===== config.mk =====
export PLATFORM = sky130hd
export DESIGN_NAME = ps_buffer_reader
export DESIGN_NICKNAME = d
export VERILOG_FILES = /design/src/rtl/ps_buffer_reader_pkg.sv /design/src/rtl/ps_buffer_reader_rd_fifo.sv /design/src/rtl/ps_buffer_reader.sv
export SDC_FILE = /design/constraint.sdc
export NUM_CORES = 1
export LEC_CHECK = 0
export CORE_ASPECT_RATIO = 1.25
export CORE_MARGIN = 5
export CORE_UTILIZATION = 58
export CTS_CLUSTER_DIAMETER = 80
export DETAILED_ROUTE_END_ITERATION = 7
export PLACE_DENSITY = 0.95
export SYNTH_ARGS = -nofsm -noshare
export SYNTH_HDL_FRONTEND = slang
export SYNTH_HIERARCHICAL = 1
export SYNTH_SLANG_ARGS = --single-unit

===== constraint.sdc =====
create_clock -name ClkRs_ix -period 4.01 [get_ports ClkRs_ix]
set_clock_uncertainty 0.05 [all_clocks]
set_input_delay 0.6015 -clock ClkRs_ix [delete_from_list [all_inputs] [get_ports ClkRs_ix]]
set_output_delay 0.6015 -clock ClkRs_ix [all_outputs]
set_load 0.05 [all_outputs]

===== src/rtl/ps_buffer_reader_pkg.sv =====
// Shared types for the PS shared-memory buffer reader.
// Clock/reset bundle, reader FSM states, shared-memory word width.
package MCPkg;

  localparam int SHMEM_DW = 32;

  typedef struct packed {
    logic clk;
    logic reset;
  } ckrs_t;

  typedef enum logic [1:0] {
    IDLE,
    READ,
    DRAIN,
    FLUSH
  } rdbuf_state_t;

endpackage


===== src/rtl/ps_buffer_reader_rd_fifo.sv =====
// Synchronous FIFO for the buffer reader return path.
// Ports: clk_i, rst_ni, clr_i, wr_i/wdata_i, rd_i/rdata_o, count_o.
module rd_fifo #(
  parameter int DEPTH = 4,
  parameter int WIDTH = 33
) (
  input  logic                           clk_i,
  input  logic                           rst_ni,
  input  logic                           clr_i,
  input  logic                           wr_i,
  input  logic [WIDTH-1:0]               wdata_i,
  input  logic                           rd_i,
  output logic [WIDTH-1:0]               rdata_o,
  output logic [$clog2(DEPTH+1)-1:0]     count_o
);

  localparam int CW = $clog2(DEPTH + 1);
  localparam int PW = (DEPTH > 1) ? $clog2(DEPTH) : 1;

  logic [WIDTH-1:0] mem_q [DEPTH];
  logic [PW-1:0]    wp_q;
  logic [PW-1:0]    rp_q;
  logic [CW-1:0]    cnt_q;
  logic             wr_ok;
  logic             rd_ok;

  function automatic logic [PW-1:0] inc(input logic [PW-1:0] p);
    return (p == PW'(DEPTH - 1)) ? '0 : p + PW'(1);
  endfunction

  assign wr_ok   = wr_i && (cnt_q != CW'(DEPTH));
  assign rd_ok   = rd_i && (cnt_q != '0);
  assign rdata_o = mem_q[rp_q];
  assign count_o = cnt_q;

  always_ff @(posedge clk_i or negedge rst_ni) begin
    if (!rst_ni) begin
      wp_q  <= '0;
      rp_q  <= '0;
      cnt_q <= '0;
    end else if (clr_i) begin
      wp_q  <= '0;
      rp_q  <= '0;
      cnt_q <= '0;
    end else begin
      if (wr_ok) wp_q <= inc(wp_q);
      if (rd_ok) rp_q <= inc(rp_q);
      unique case ({wr_ok, rd_ok})
        2'b10:   cnt_q <= cnt_q + CW'(1);
        2'b01:   cnt_q <= cnt_q - CW'(1);
        default: ;
      endcase
    end
  end

  always_ff @(posedge clk_i) begin
    if (wr_ok && !clr_i) mem_q[wp_q] <= wdata_i;
  end

endmodule


===== src/rtl/ps_buffer_reader.sv =====
// PL reader: fetches a word span from PS shared BRAM into a valid/ready stream.
// Ports: ClkRs_ix, start/base/len/abort, busy/done/err, mem_* BRAM port, data/valid/ready/last.
module ps_buffer_reader
  import MCPkg::*;
#(
  parameter int DEPTH_WORDS  = 1024,
  parameter int READ_LATENCY = 2,
  parameter int FIFO_DEPTH   = 4
) (
  input  ckrs_t                ClkRs_ix,
  input  logic                 start_i,
  input  logic [31:0]          base_addr_i,
  input  logic [15:0]          len_i,
  input  logic                 abort_i,
  output logic                 busy_o,
  output logic                 done_o,
  output logic                 err_o,
  output logic                 mem_en_o,
  output logic [3:0]           mem_we_o,
  output logic [31:0]          mem_addr_o,
  output logic [31:0]          mem_din_o,
  input  logic [SHMEM_DW-1:0]  mem_dout_i,
  output logic [SHMEM_DW-1:0]  data_o,
  output logic                 valid_o,
  input  logic                 ready_i,
  output logic                 last_o
);

  localparam int L  = READ_LATENCY;
  localparam int CW = $clog2(FIFO_DEPTH + 1);

  logic clk;
  logic rst_n;
  assign clk   = ClkRs_ix.clk;
  assign rst_n = ClkRs_ix.reset;

  rdbuf_state_t state_q, state_d;

  logic [31:0]         base_q;
  logic [15:0]         len_q;
  logic [15:0]         issued_q;
  logic [1:0]          flush_q;
  logic                done_q;
  logic                err_q;
  logic [L-1:0]        vld_sh_q;
  logic [L-1:0]        lst_sh_q;

  logic                illegal;
  logic                accept;
  logic [15:0]         len_m1;
  logic [7:0]          occ;
  logic                credit_ok;
  logic                pop;
  logic                final_pop;
  logic                fifo_clr;
  logic                fifo_wr;
  logic [SHMEM_DW:0]   fifo_rdata;
  logic [CW-1:0]       fifo_cnt;

  assign illegal = (base_addr_i[1:0] != 2'b00)
                || (len_i == 16'd0)
                || (32'(len_i) > 32'(DEPTH_WORDS));
  assign accept  = (state_q == IDLE) && start_i && !illegal;
  assign len_m1  = len_q - 16'd1;

  // Credit: reads in flight plus words held must leave room in the FIFO.
  always_comb begin
    occ = 8'(fifo_cnt);
    for (int i = 0; i < L; i++) occ = occ + 8'(vld_sh_q[i]);
  end
  assign credit_ok = occ < 8'(FIFO_DEPTH);

  assign pop       = valid_o && ready_i;
  assign final_pop = pop && fifo_rdata[SHMEM_DW];

  always_ff @(posedge clk or negedge rst_n) begin
    if (!rst_n) state_q <= IDLE;
    else        state_q <= state_d;
  end

  always_comb begin
    state_d = state_q;
    unique case (state_q)
      IDLE:  if (accept) state_d = READ;
      READ: begin
        if (abort_i)
          state_d = FLUSH;
        else if (mem_en_o && issued_q == len_m1)
          state_d = DRAIN;
      end
      // Hold DRAIN through the done pulse so busy drops one cycle later.
      DRAIN: begin
        if (done_q)
          state_d = IDLE;
        else if (abort_i && !final_pop)
          state_d = FLUSH;
      end
      FLUSH: if (flush_q == 2'(L - 1)) state_d = IDLE;
      default: state_d = IDLE;
    endcase
  end

  always_comb begin
    busy_o     = state_q != IDLE;
    mem_en_o   = (state_q == READ) && !abort_i && credit_ok;
    mem_addr_o = '0;
    if (mem_en_o) mem_addr_o = base_q + {14'd0, issued_q, 2'b00};
    fifo_clr   = state_q == FLUSH;
    fifo_wr    = vld_sh_q[L-1] && (state_q != FLUSH);
    valid_o    = (fifo_cnt != '0) && (state_q != FLUSH);
    data_o     = valid_o ? fifo_rdata[SHMEM_DW-1:0] : '0;
    last_o     = valid_o && fifo_rdata[SHMEM_DW];
  end

  assign done_o    = done_q;
  assign err_o     = err_q;
  assign mem_we_o  = '0;
  assign mem_din_o = '0;

  always_ff @(posedge clk or negedge rst_n) begin
    if (!rst_n) begin
      base_q   <= '0;
      len_q    <= '0;
      issued_q <= '0;
      flush_q  <= '0;
      done_q   <= 1'b0;
      err_q    <= 1'b0;
      vld_sh_q <= '0;
      lst_sh_q <= '0;
    end else begin
      if (accept) begin
        base_q   <= base_addr_i;
        len_q    <= len_i;
        issued_q <= '0;
      end else if (mem_en_o) begin
        issued_q <= issued_q + 16'd1;
      end
      flush_q <= (state_q == FLUSH) ? flush_q + 2'd1 : 2'd0;
      done_q  <= final_pop && (state_q == DRAIN);
      err_q   <= (state_q == IDLE) && start_i && illegal;
      // Latency tracker: marks the cycle each read's data is on mem_dout_i.
      for (int i = 0; i < L; i++) begin
        if (i == 0) begin
          vld_sh_q[0] <= mem_en_o;
          lst_sh_q[0] <= mem_en_o && (issued_q == len_m1);
        end else begin
          vld_sh_q[i] <= vld_sh_q[i-1];
          lst_sh_q[i] <= lst_sh_q[i-1];
        end
      end
    end
  end

  rd_fifo #(
    .DEPTH (FIFO_DEPTH),
    .WIDTH (SHMEM_DW + 1)
  ) u_fifo (
    .clk_i   (clk),
    .rst_ni  (rst_n),
    .clr_i   (fifo_clr),
    .wr_i    (fifo_wr),
    .wdata_i ({lst_sh_q[L-1], mem_dout_i}),
    .rd_i    (pop),
    .rdata_o (fifo_rdata),
    .count_o (fifo_cnt)
  );

endmodule


* After elaboration in Yosys (flattened, before gate mapping)
Memory sizes are Yosys's and may differ from the RTL's.
Cells that the tools add are included.
** Word-level totals
- Logic and storage cells :: 94
- Input port bits :: 85
- Memories :: 1
- RAM bits :: 132
- Register bits after elaboration :: 81
- Output and inout bits :: 106
** Memories
- u_fifo.mem_q :: depth 4, bits a word 33, rd ports 1, clocked after Yosys merged registers in 0, write ports 1, line ps_buffer_reader_rd_fifo.sv:20 : logic [WIDTH-1:0] mem_q [DEPTH];
** Cells by class
- Muxes and demuxes :: 22
- Reduce and logical (&&, ||, !) cells :: 32
- Add/sub/neg operators :: 10
- Order comparisons :: 2
- Equality and inequality tests :: 15
** Operators by type and width (count)
- $mux W32 :: 2
- $add A32 B18 Y32 :: 1
- $mux W16 :: 2
- $mux W2 :: 13
- $add A16 B1 Y16 const B :: 1
- $eq A16 B16 Y1 :: 1
- $gt A16 B11 Y1 const B :: 1
- $logic_and A1 B1 Y1 :: 16
- $logic_not A16 Y1 :: 1
- $sub A16 B1 Y16 const B :: 1
- $eq A2 B2 Y1 const B :: 5
- $reduce_bool A2 Y1 :: 5
- $ne A3 B3 Y1 const B :: 3
- $pmux W2 S4 :: 1
- $add A2 B1 Y2 const B :: 3
- $eq A2 B1 Y1 const B :: 3
- $ne A2 B2 Y1 const B :: 3
- $pmux W3 S2 :: 1
- $reduce_bool A3 Y1 :: 2
- $add A4 B1 Y5 :: 1
- $lt A5 B3 Y1 const B :: 1
- $add A3 B1 Y4 :: 1
- $logic_not A1 Y1 :: 4
- $reduce_and A4 Y1 :: 1
- other kinds (6) :: 8

* Longest topological paths before layout
- Word-level depth :: 9
- Depth in mapped cells :: 9
- Gate-level depth less buffers :: 8

* Hierarchy
Netlist, hierarchy kept.
** By module, submodules not included
- ps_buffer_reader :: seq. area each 1851.8 µm², area an instance 5418.9 µm², cells an instance 594, instances 1
- rd_fifo :: seq. area each 4139.0 µm², area an instance 5412.7 µm², cells an instance 238, instances 1

* Worst setup path after synthesis
Ideal clock, no wire load.
- Path type :: register to output
- Start :: reg u_fifo.cnt_q[0], in the netlist u_fifo/count_o[0]
- End :: out mem_addr_o[12]
- Data arrival time :: 3.296 ns
- Cell stages (with the launch flop) :: 6
- Buffers on the path :: 1
- Data required time :: 3.359 ns
- Path slack :: 0.062 ns
- Path through :: dfrtp_1 ha_1 a21o_1 a2111o_1 buf_2 o311ai_0
** On the way
- Longest elaborated chain between the ends :: 5
** RTL lines
- from (decl) :: line ps_buffer_reader_rd_fifo.sv:23 : logic [CW-1:0] cnt_q;
- from (signal assigned) :: line ps_buffer_reader_rd_fifo.sv:49 : 2'b10: cnt_q <= cnt_q + CW'(1);
- from (signal assigned) :: line ps_buffer_reader_rd_fifo.sv:50 : 2'b01: cnt_q <= cnt_q - CW'(1);
- $add A3 B1 Y4 :: line ps_buffer_reader.sv:69 : for (int i = 0; i < L; i++) occ = occ + 8'(vld_sh_q[i]);
- $add A4 B1 Y5 :: line ps_buffer_reader.sv:69
- $lt A5 B3 Y1 :: line ps_buffer_reader.sv:71 : assign credit_ok = occ < 8'(FIFO_DEPTH);
- $logic_and A1 B1 Y1 :: line ps_buffer_reader.sv:105 : mem_en_o = (state_q == READ) && !abort_i && credit_ok;
- $mux W32 :: line ps_buffer_reader.sv:107 : if (mem_en_o) mem_addr_o = base_q + {14'd0, issued_q, 2'b00};
- to (decl) :: line ps_buffer_reader.sv:20 : output logic [31:0] mem_addr_o,
Every way passes these cells.

* Worst setup path after layout
- Start :: reg issued_q[2]
- End :: out mem_addr_o[30]
** On the way
- Longest elaborated chain between the ends :: 2
** RTL lines
- from (decl) :: line ps_buffer_reader.sv:41 : logic [15:0] issued_q;
- from (signal assigned) :: line ps_buffer_reader.sv:136 : issued_q <= issued_q + 16'd1;
- $add A32 B18 Y32 :: line ps_buffer_reader.sv:107
- $mux W32 :: line ps_buffer_reader.sv:107
Every way passes these cells.

==> qor.csv <==
metric;value;unit
grt_antenna_before_repair;2;
worst_pin_slew;0.539;ns
path_clk_slew;0.07;ns
power.density;481;mW/mm2
holdWs;-0.526;ns
path_buf_inv;1;
crit_type;reg -> out;
yosys.area_share.simple;0.135;
startpoint;issued_q[2]$_DFFE_PN0P_;
hold_buffers;0;
grtUsageTotal;0.240;
critical_path.most_common_cell;a2111o_1;
cts_tree;yes;
wirelength;25900;um
r2r_start;state_q[0]$_DFFE_PN0P_;
core_area;0.0186;mm2
path_depth;8;
ant_nets;0;
antenna_cells;0;
dp_slack;0.313;ns
die-area;0.0215;mm2
hold_path_class;clk -> async;
num_vias;7420;
maxCapViolations;0;
cpPeakStageDelay;0.52;ns
initial_core_util;0.583;
fin_util;0.730;
synth-main-ff-cell;edfxtp_1;
final-hold-violation-count;81;
drive_gt1_frac;0.166;
vdd_drop_max;0.373;mV
synth_area_leader_cell;edfxtp_1;
dp.final_hpwl;17600;um
syn_inst;832;
worst_slack;0.179;ns
overflow;0;
syn_area_per_cell;13.0;um2
slew_violations;0;
drt_pass1_iterations;5;
ys_seq_area_frac;0.553;
muxShareOfSynthArea;0.110;
clock_latency;0.49;ns
synth_top_family_by_area;simple AND/OR/NAND/NOR gates;
p_total;0.00652;W
fillers;1123;
crit_required;3.36;ns
violations;negative hold slack;
finalNetCount;1108;
crit_family;compound AO/OA/AOI/OAI gates;
pin_count;191;
yosysUniqueCellTypes;71;
synth_seq_cells;213;
synth_edf_count;132;
period_share;0.955;
place.port_buffers;153;
die_h;163;um
synth_commonest_cells;edfxtp_1, dfrtp_1, and2_1, nor2_1, a21oi_1;
setup_viol;0;
crit_path_max_fanout;8;
fmax;261;MHz
drt_iter0_markers;467;
grt_start_max_net_pins;41;
avgRoutedWirePerCell;20.7;um
cp.arrival;3.18;ns
crit_path_start_kind;flip-flop;
synthAdderAreaFrac;0.0314;
path_cells;ha_1 -> a211oi_2 -> o21a_1 -> nand3b_4 -> a2111o_1 -> a2111o_1 -> o21ai_2 -> buf_12;
area_delta_synth_final;25.2;%
r2r-end;u_fifo/mem_q[2][8]$_DFFE_PP_;
ys.warnings.count;6;
async_flop_share;0.380;
setup_tns;0;ns
r2r_setup_slack;1.14;ns
synth_top_cell_area_share;0.366;
row_count;56;
worst-r2r-cell-count;6;
synth_xor_area_frac;0.0356;
syn-cell-area;0.0108;mm2
synth_compound_area_frac;0.0807;
end_kind;primary output;
power_leakage;5.44;nW
status;complete, but fails checks;
finalCriticalPeriod;3.83;ns
synth.area.top_cells;edfxtp_1, dfrtp_1, mux4_2, mux2_2, and2_1;
cp-endpoint;mem_addr_o[30];
viasPerCell;5.94;
grt_pass1_vias;7735;
gp_congestion;0.877;
yosysMostFrequentCell;edfxtp_1;
die_x;132;um
grt_pass1_wl;40600;um
timing.slew.headroom;0.640;
slowest_stage;a2111o_1;
drc;0;
==> flip-flops by register name, summed over array words and instances, names as in the netlist <==
name / cells
u_fifo/mem_q: 132
base_q: 32
issued_q: 16
len_q: 16
u_fifo/count_o: 3
flush_q: 2
lst_sh_q: 2
state_q: 2
u_fifo/rp_q: 2
u_fifo/wp_q: 2
vld_sh_q: 2
done_o: 1
err_o: 1
==> report_power, final <==
group | switching, W | total, W | internal (W)
Sequential | 0.000114 | 0.00253 | 0.00242
Combinational | 0.000539 | 0.000883 | 0.000344
Clock | 0.00126 | 0.00310 | 0.00184
==> metal layers <==
| metal | global-route usage | vias up | part of all wire |
|---|---|---|---|
| met3 | 0.0915 | 60 | 0.093 |
| met5 | 0 | - | 0.0010 |
| met4 | 0.109 | 4 | 0.030 |
| met1 | 0.269 | 3630 | 0.36 |
| met2 | 0.409 | 349 | 0.51 |
| li1 | - | 3377 | - |
==> cell type report <==
type	count	area, um2	share of cell area
clock buffers	35	769	0.0567
clock inverters	17	278	0.0205
inverters	20	75.1	0.00554
multi-input cells	562	4420	0.326
flip-flops and latches	213	5990	0.442
well taps	232	290	0.0214
repair buffers	170	1740	0.128
==> kinds of logic (layout without fill, tap and decap cells) <==
group | after synthesis | after routing
flops | 213 | 213
fa+ha+maj | 26 | 26
mux | 72 | 72
simple gates | 257 | 257
xor+xnor | 44 | 44
buf+inv | 92 | 242
compound gates | 127 | 127
other cells | 1 | 36
==> how the worst min path moves through the flow <==
stage	endpoint	cells after the start	slack, ns
floorplan	base_q[0]$_DFFE_PN0P_	0	-0.35
global placement	base_q[0]$_DFFE_PN0P_	0	-0.35
detailed placement	base_q[0]$_DFFE_PN0P_	0	-0.35
CTS	base_q[29]$_DFFE_PN0P_	2	-0.53
global route	issued_q[9]$_DFFE_PN0P_	2	-0.53
finish	base_q[8]$_DFFE_PN0P_	2	-0.53
==> worst register-to-register path, stage by stage, from the launching register on <==
cell and delay [ns]:
dfrtp_1 0.45, nand2_1 0.19, and2_1 0.40, inv_2 0.12
nor3_1 0.38, and2_1 0.46, buf_4 0.45
==> placed cells by master (no fill, tap or decap), drive strengths merged, types with 23 or more instances in the layout <==
cell,netlist,routed
and2,54,54
xor2,27,27
mux2,33,33
nor3,23,23
buf,58,38
a21oi,40,40
nand2,34,34
mux4,33,33
clkdlybuf4s50,0,124
ha,24,24
clkbuf,14,37
dfrtp,81,81
nor2,52,52
conb,1,36
inv,20,24
edfxtp,132,132
==> stage by stage <==
stage / std cells / instance area [um2]
finish: 1249 / 13600
CTS: 1249 / 13500
global placement: 1197 / 12500
global route: 1249 / 13600
floorplan: 867 / 11000
detailed placement: 1197 / 12500
==> repair_timing <==
action                     4_1_cts  5_1_grt
pin swaps                        0        1
gates resized for setup          5       15
setup endpoints to repair        5       17
setup buffers                    0        0
Note: power is estimated with default switching activity, not from simulation.
